## src/rtl/vm_clkmon_if.sv

```systemverilog
// Control/status bundle for vm_clkmon. Signal suffixes are from the monitor's
// point of view: _i is driven by the master, _o is driven by the monitor.
interface vm_clkmon_if #(
  parameter int CNT_W = 16
);
  logic             start_i;
  logic [CNT_W-1:0] gate_len_i;
  logic [CNT_W-1:0] lo_lim_i;
  logic [CNT_W-1:0] hi_lim_i;
  logic             err_clr_i;
  logic             busy_o;
  logic [CNT_W-1:0] edge_cnt_o;
  logic             cnt_vld_o;
  logic             freq_err_o;
  logic [CNT_W-1:0] min_per_o;
  logic [CNT_W-1:0] max_per_o;

  modport master (
    output start_i, gate_len_i, lo_lim_i, hi_lim_i, err_clr_i,
    input  busy_o, edge_cnt_o, cnt_vld_o, freq_err_o, min_per_o, max_per_o
  );

  modport slave (
    input  start_i, gate_len_i, lo_lim_i, hi_lim_i, err_clr_i,
    output busy_o, edge_cnt_o, cnt_vld_o, freq_err_o, min_per_o, max_per_o
  );
endinterface

```

## src/rtl/vm_clkmon.sv

```systemverilog
// Counts rising edges of an asynchronous monitored clock over a gate window.
// Optional edge-spacing statistics are compiled in with VM_CLKMON_PERIOD_STATS_EN.
//
// state | meaning
// IDLE  | waiting for start; limits and gate length latched on start
// ARM   | waiting for the first detected rise, which opens the window
// GATE  | counting rises while the window counter runs down to 0
// DONE  | result published for one cycle, then back to IDLE
module vm_clkmon #(
  parameter int CNT_W       = 16,
  parameter int SYNC_STAGES = 2   // legal 2..4
) (
  input  logic      clk,
  input  logic      rst_n,
  input  logic      mon_clk_i,
  vm_clkmon_if.slave bus
);

  localparam logic [CNT_W-1:0] ONE  = CNT_W'(1);
  localparam logic [CNT_W-1:0] ONES = '1;

  typedef enum logic [1:0] {
    IDLE = 2'd0,
    ARM  = 2'd1,
    GATE = 2'd2,
    DONE = 2'd3
  } state_t;

  state_t               state_q;
  logic [SYNC_STAGES-1:0] sync_q;
  logic                 prev_q;
  logic                 rise;
  logic [CNT_W-1:0]     len_q;
  logic [CNT_W-1:0]     lo_q;
  logic [CNT_W-1:0]     hi_q;
  logic [CNT_W-1:0]     win_q;
  logic [CNT_W-1:0]     cnt_q;
  logic [CNT_W-1:0]     cnt_d;
  logic                 busy_q;
  logic [CNT_W-1:0]     edge_cnt_q;
  logic                 vld_q;
  logic                 err_q;
  logic                 start_acc;

  always_ff @(posedge clk or negedge rst_n) begin
    if (!rst_n) begin
      sync_q <= '0;
      prev_q <= 1'b0;
    end else begin
      sync_q <= {sync_q[SYNC_STAGES-2:0], mon_clk_i};
      prev_q <= sync_q[SYNC_STAGES-1];
    end
  end

  assign rise      = sync_q[SYNC_STAGES-1] & ~prev_q;
  assign start_acc = (state_q == IDLE) && bus.start_i;

  // Count including a rise in the current cycle; saturates instead of wrapping.
  always_comb begin
    cnt_d = cnt_q;
    if (rise && (cnt_q != ONES)) begin
      cnt_d = cnt_q + ONE;
    end
  end

  always_ff @(posedge clk or negedge rst_n) begin
    if (!rst_n) begin
      state_q    <= IDLE;
      len_q      <= ONE;
      lo_q       <= '0;
      hi_q       <= '0;
      win_q      <= '0;
      cnt_q      <= '0;
      busy_q     <= 1'b0;
      edge_cnt_q <= '0;
      vld_q      <= 1'b0;
      err_q      <= 1'b0;
    end else begin
      vld_q <= 1'b0;
      if (bus.err_clr_i) begin
        err_q <= 1'b0;
      end
      case (state_q)
        IDLE: begin
          if (start_acc) begin
            len_q   <= (bus.gate_len_i == '0) ? ONE : bus.gate_len_i;
            lo_q    <= bus.lo_lim_i;
            hi_q    <= bus.hi_lim_i;
            busy_q  <= 1'b1;
            state_q <= ARM;
          end
        end
        ARM: begin
          if (rise) begin
            win_q   <= len_q - ONE;
            cnt_q   <= ONE;
            state_q <= GATE;
          end
        end
        GATE: begin
          cnt_q <= cnt_d;
          if (win_q == '0) begin
            state_q    <= DONE;
            busy_q     <= 1'b0;
            vld_q      <= 1'b1;
            edge_cnt_q <= cnt_d;
            // Placed after the err_clr clear so a simultaneous set wins.
            if ((cnt_d < lo_q) || (cnt_d > hi_q)) begin
              err_q <= 1'b1;
            end
          end else begin
            win_q <= win_q - ONE;
          end
        end
        DONE: begin
          state_q <= IDLE;
        end
        default: begin
          state_q <= IDLE;
          busy_q  <= 1'b0;
        end
      endcase
    end
  end

  assign bus.busy_o     = busy_q;
  assign bus.edge_cnt_o = edge_cnt_q;
  assign bus.cnt_vld_o  = vld_q;
  assign bus.freq_err_o = err_q;

`ifdef VM_CLKMON_PERIOD_STATS_EN
  logic [CNT_W-1:0] spc_q;
  logic [CNT_W-1:0] min_q;
  logic [CNT_W-1:0] max_q;

  // spc_q is loaded with 1 on a rise so it reads the full spacing at the next rise.
  always_ff @(posedge clk or negedge rst_n) begin
    if (!rst_n) begin
      spc_q <= '0;
      min_q <= ONES;
      max_q <= '0;
    end else begin
      if (start_acc) begin
        min_q <= ONES;
        max_q <= '0;
      end
      if ((state_q == ARM) && rise) begin
        spc_q <= ONE;
      end else if (state_q == GATE) begin
        if (rise) begin
          spc_q <= ONE;
          if (spc_q < min_q) begin
            min_q <= spc_q;
          end
          if (spc_q > max_q) begin
            max_q <= spc_q;
          end
        end else if (spc_q != ONES) begin
          spc_q <= spc_q + ONE;
        end
      end
    end
  end

  assign bus.min_per_o = min_q;
  assign bus.max_per_o = max_q;
`else
  assign bus.min_per_o = ONES;
  assign bus.max_per_o = '0;
`endif

endmodule
```

## src/flat_wrapper.sv

```systemverilog
// flat-port wrapper written by rule: the top's interface ports become plain ports
module vm_clkmon_flat 
#(
  parameter int CNT_W       = 16,
  parameter int SYNC_STAGES = 2                
)
  (clk, rst_n, mon_clk_i, bus_start_i, bus_gate_len_i, bus_lo_lim_i, bus_hi_lim_i, bus_err_clr_i, bus_busy_o, bus_edge_cnt_o, bus_cnt_vld_o, bus_freq_err_o, bus_min_per_o, bus_max_per_o);
  vm_clkmon_if #(.CNT_W(CNT_W)) bus_i ();
  input  logic clk;
  input  logic rst_n;
  input  logic mon_clk_i;
  input wire logic [$bits(bus_i.start_i)-1:0] bus_start_i;
  input wire logic [$bits(bus_i.gate_len_i)-1:0] bus_gate_len_i;
  input wire logic [$bits(bus_i.lo_lim_i)-1:0] bus_lo_lim_i;
  input wire logic [$bits(bus_i.hi_lim_i)-1:0] bus_hi_lim_i;
  input wire logic [$bits(bus_i.err_clr_i)-1:0] bus_err_clr_i;
  output wire logic [$bits(bus_i.busy_o)-1:0] bus_busy_o;
  output wire logic [$bits(bus_i.edge_cnt_o)-1:0] bus_edge_cnt_o;
  output wire logic [$bits(bus_i.cnt_vld_o)-1:0] bus_cnt_vld_o;
  output wire logic [$bits(bus_i.freq_err_o)-1:0] bus_freq_err_o;
  output wire logic [$bits(bus_i.min_per_o)-1:0] bus_min_per_o;
  output wire logic [$bits(bus_i.max_per_o)-1:0] bus_max_per_o;
  assign bus_i.start_i = bus_start_i;
  assign bus_i.gate_len_i = bus_gate_len_i;
  assign bus_i.lo_lim_i = bus_lo_lim_i;
  assign bus_i.hi_lim_i = bus_hi_lim_i;
  assign bus_i.err_clr_i = bus_err_clr_i;
  assign bus_busy_o = bus_i.busy_o;
  assign bus_edge_cnt_o = bus_i.edge_cnt_o;
  assign bus_cnt_vld_o = bus_i.cnt_vld_o;
  assign bus_freq_err_o = bus_i.freq_err_o;
  assign bus_min_per_o = bus_i.min_per_o;
  assign bus_max_per_o = bus_i.max_per_o;
  vm_clkmon #(.CNT_W(CNT_W), .SYNC_STAGES(SYNC_STAGES)) u_core (.clk(clk), .rst_n(rst_n), .mon_clk_i(mon_clk_i), .bus(bus_i));
endmodule
```

## config.mk

```make
export PLATFORM = sky130hd
export DESIGN_NAME = vm_clkmon_flat
export DESIGN_NICKNAME = d
export VERILOG_FILES = /design/src/rtl/vm_clkmon_if.sv /design/src/rtl/vm_clkmon.sv /design/src/flat_wrapper.sv
export SDC_FILE = /design/constraint.sdc
export NUM_CORES = 1
export LEC_CHECK = 0
export CAP_MARGIN = 15
export CORE_MARGIN = 1.5
export CORE_UTILIZATION = 40
export DETAILED_ROUTE_END_ITERATION = 16
export PLACE_DENSITY_LB_ADDON = 0.1
export SLEW_MARGIN = 20
export SYNTH_ARGS = -nofsm -noshare
export SYNTH_HDL_FRONTEND = slang
export SYNTH_SLANG_ARGS = --single-unit
```

## constraint.sdc

```tcl
create_clock -name clk -period 9.05 [get_ports clk]
set_input_delay 1.3575 -clock clk [delete_from_list [all_inputs] [get_ports clk]]
set_output_delay 1.3575 -clock clk [all_outputs]
set_load 0.05 [all_outputs]
```

==> flow_metrics.env <==
export IMPL_setup_violations_final=0
export IMPL_report_final_slew_viol_count=0
export IMPL_static_leakage_nw=3.23
export IMPL_main_combinational_cell_family_by_area_after_synthesis="simple AND/OR/NAND/NOR gates"
export IMPL_root_buffer="sky130_fd_sc_hd__clkbuf_16"
export IMPL_drc=0
export IMPL_design_die_area_sq_um=16400
export IMPL_share_seq_of_total_power_pct=36.5
export IMPL_holdWs_ps=369
export IMPL_final_area_sq_um=7330
export IMPL_synth_top_cell_area_share_pct=41.3
export IMPL_cell_internal_pwr_mw=1.25
export IMPL_worstMarginPinSlew_ps=883
export IMPL_criticalPathCategory="reg2reg"
export IMPL_syn_area_sq_um=6240
export IMPL_grt_start_max_net_pins=59
export IMPL_drv_max_cap_violation_count=0
export IMPL_worstPathMaxFanout=9
export IMPL_cts_max_level=3
export IMPL_power_density_cell_area_nw_per_um2=288
export IMPL_cts_resized=0
export IMPL_timing_critical_path_from_type="register"
export IMPL_die_height_microns=128
export IMPL_synth_seq_cells=104
export IMPL_die_width_microns=128
export IMPL_dpl_cell_area_sq_um=7010
export IMPL_core_sq_um=15200
export IMPL_crit_slowest_cell="sky130_fd_sc_hd__or4b_1"
export IMPL_initial_utilization_pct=41.1
export IMPL_grt_remaining_overflow=0
export IMPL_tritoncts="yes"
export IMPL_totalNegativeSetupSlack_ps=0
export IMPL_number_of_enable_type_register_cells_in_the_synthesized_netlist=0
export IMPL_fraction_of_the_mapped_netlist_area_in_compound_gates_pct=13.3
export IMPL_asyncSetResetFlopFracSynth_pct=100
export IMPL_worst_setup_hold_path_clk_slew_ps=70
export IMPL_yosysSeqAreaShare_pct=41.7
export IMPL_dp_final_hpwl_microns=10500
export IMPL_ioPinCount=104
export IMPL_timing_critical_path_cells="nor2b_1, nand4_1, or4b_1, nor2_1, xor2_1, ha_1, a21o_1, a21o_1, a221o_1, a211oi_1, o22ai_1, o21bai_1"
export IMPL_fin_hold_viols=0
export IMPL_postSynthAreaPerCell_sq_um=10.2
export IMPL_postLayoutCoreUtil_pct=48.2
export IMPL_power_clock_fraction_pct=20.0
export IMPL_top_library_cells_by_usage_in_the_layout_fill_and_taps_aside="103 x sky130_fd_sc_hd__dfrtp_1, 70 x sky130_fd_sc_hd__clkdlybuf4s50_1, 62 x sky130_fd_sc_hd__mux2_2, 45 x sky130_fd_sc_hd__inv_1, 41 x sky130_fd_sc_hd__nand2_1"
export IMPL_yosys_warnings=0
export IMPL_clkSinkCount=104
export IMPL_wirelength_microns=14300
export IMPL_synth_top_area_cell="sky130_fd_sc_hd__dfrtp_1"
export IMPL_post_synth_and_or_nand_nor_area_fraction_pct=13.3
export IMPL_vias=4612
export IMPL_max_clock_path_buffers=2
export IMPL_drt_iter0_markers=161
export IMPL_hold_buffers=0
export IMPL_finalWeightedCongestion=0.821
export IMPL_min_path_type="reg2reg"
export IMPL_worstSkewPairLatency_ps=360
export IMPL_tritonroute_pass_1_iters=4
export IMPL_globalRouteTotalUtil_pct=18.2
export IMPL_tritoncts_num_buffers=9
export IMPL_worst_endpoint_required_ps=9300
export IMPL_most_numerous_cell_on_the_critical_path="sky130_fd_sc_hd__a21o_1"
export IMPL_number_of_library_cell_types_mapped_by_synthesis=73
export IMPL_layout_cells_most_common="sky130_fd_sc_hd__dfrtp_1"
export IMPL_setup_repair_after_global_routing_missed_its_margin="no"
export IMPL_layout_drive_gt1_share_pct=15.4
export IMPL_grt_pass1_wl_microns=23200
export IMPL_flow_area_growth_from_synthesis_pct=17.4
export IMPL_worstSetupEndpointType="register"
export IMPL_ys_top_cells_by_area="sky130_fd_sc_hd__dfrtp_1 41%, sky130_fd_sc_hd__mux2_2 11%, sky130_fd_sc_hd__ha_1 7.2%"
export IMPL_fp_row_count=45
export IMPL_io_buffers=71
export IMPL_switching_power_uw=858
export IMPL_synthAdderAreaFrac_pct=7.22
export IMPL_worst_ir_drop_vdd_mv=0.159
export IMPL_run_status="completed"
export IMPL_cts_post_setup_buffers_inserted=0
export IMPL_switching_share_pct=40.7
export IMPL_cp_arrival_ps=3990
export IMPL_drt_antenna_violating_nets=0
export IMPL_cells_after_synth=612
export IMPL_filler_cell_count=1404
export IMPL_synth_area_mux_share_pct=12.6
export IMPL_post_dr_wirelength_cell_microns=16.4
export IMPL_synth_xor_area_share_pct=3.79
export IMPL_grt_antenna_before_repair=0
export IMPL_slew_limit_headroom_pct=40.9
export IMPL_clock_skew_final_ps=6.52
export IMPL_fin_nets=767
export IMPL_diodes=0
export IMPL_first_global_vias=4591
export IMPL_max_freq_mhz=267
export IMPL_critical_path_max_stage_delay_ps=660
export IMPL_period_minus_slack_ps=3740
export IMPL_timing_final_crit_share_pct=41.4
export IMPL_viasPerCell=5.30
export IMPL_most_used_dff_post_synth="sky130_fd_sc_hd__dfrtp_1"
export IMPL_part_of_the_power_in_combinational_logic_pct=43.5
==> final timing paths <==
| check | startpoint | endpoint | slack (ps) | depth (start not counted) |
|---|---|---|---|---|
| worst max-delay path | u_core.sync_q[1]$_DFF_PN0_ | u_core.bus.freq_err_o$_DFF_PN0_ | 5310 | 12 |
| worst min-delay path | u_core.sync_q[0]$_DFF_PN0_ | u_core.sync_q[1]$_DFF_PN0_ | 370 | 0 |
| worst max register to register | u_core.sync_q[1]$_DFF_PN0_ | u_core.bus.freq_err_o$_DFF_PN0_ | 5310 | 12 |
| worst min register to register | u_core.sync_q[0]$_DFF_PN0_ | u_core.sync_q[1]$_DFF_PN0_ | 370 | 0 |
| max in group asynchronous | rst_n | u_core.len_q[13]$_DFFE_PN0P_ | 6830 | 2 |
| min in group asynchronous | rst_n | u_core.lo_q[8]$_DFFE_PN0P_ | 1000 | 1 |
==> logic make-up (layout without fill, tap and decap cells) <==
family | count (synthesis) | in the layout
DFF | 104 | 104
AOI/OAI and AO/OA | 122 | 122
adders and majority gates | 36 | 36
xor gates and xnor gates | 27 | 27
muxes | 71 | 71
other | 2 | 32
and+or+nand+nor | 154 | 154
buffers and inverters | 96 | 137
==> flip-flops by register name (all words and copies together) (netlist names), 2 cells and up <==
name                   cells
u_core.sync_q              2
u_core.win_q              16
u_core.bus.edge_cnt_o     16
u_core.state_q             2
u_core.len_q              16
u_core.hi_q               16
u_core.cnt_q              16
u_core.lo_q               16
==> power by group through the flow <==
stage / registers, mW / logic (mW) / clock network (mW)
after floorplan: 0.733 / 0.719 / 0
after global placement: 0.770 / 0.904 / 0
after detailed placement: 0.779 / 0.923 / 0
after CTS: 0.771 / 0.929 / 0.433
after global routing: 0.795 / 1.03 / 0.451
final: 0.770 / 0.917 / 0.422
==> layout make-up <==
cell class                      count  area, sq um  share of cell area [%]
Clock buffer                       10          239                    3.26
Timing Repair Buffer               74          731                    9.97
Inverter                           47          176                    2.41
Multi-Input combinational cell    442         3270                    44.6
Sequential cell                   104         2600                    35.5
Clock inverter                      6         75.1                    1.02
Tap cell                          188          235                    3.21
==> per-layer routing <==
| metal | global-route usage (%) | vias up | part of all wire, % |
|---|---|---|---|
| met5 | 0 | - | 0 |
| met4 | 7.60 | 0 | 2.4 |
| met3 | 3.96 | 25 | 3.8 |
| met2 | 31.6 | 102 | 50 |
| met1 | 21.8 | 2220 | 44 |
| li1 | - | 2265 | - |
==> worst max-delay path: cells and delay by family (launching register included) <==
family / cells / cell delay [ps]
AO/OA/AOI/OAI: 6 / 1080
XOR/XNOR: 1 / 290
adder cells (fa/ha/maj): 1 / 310
flip-flops: 1 / 360
AND/OR/NAND/NOR: 4 / 1590
==> synthesized netlist by cell type (all sizes together), types with 3 or more instances <==
cell     number
a2111oi       4
a211oi        6
a21o          5
a21oi        27
a221o         5
and2          6
and3          5
buf          38
clkbuf       11
dfrtp       103
ha           36
inv          46
mux2         62
mux2i         9
nand2        42
nand2b        4
nand3        11
nand4         8
nor2         29
nor2b         5
nor3         18
nor3b         7
nor4          8
o21ai        37
o22ai        11
or2           3
xnor2        16
xor2         11
==> metrics by stage <==
step | setup WS, ps | cells | power, mW
2_1_floorplan | 5870 | 642 | 1.45
3_3_place_gp | 5440 | 855 | 1.67
3_5_place_dp | 5340 | 855 | 1.70
4_1_cts | 5330 | 871 | 2.13
5_1_grt | 4980 | 871 | 2.27
6_report | 5310 | 871 | 2.11
Note: power is estimated with default switching activity, not from simulation.
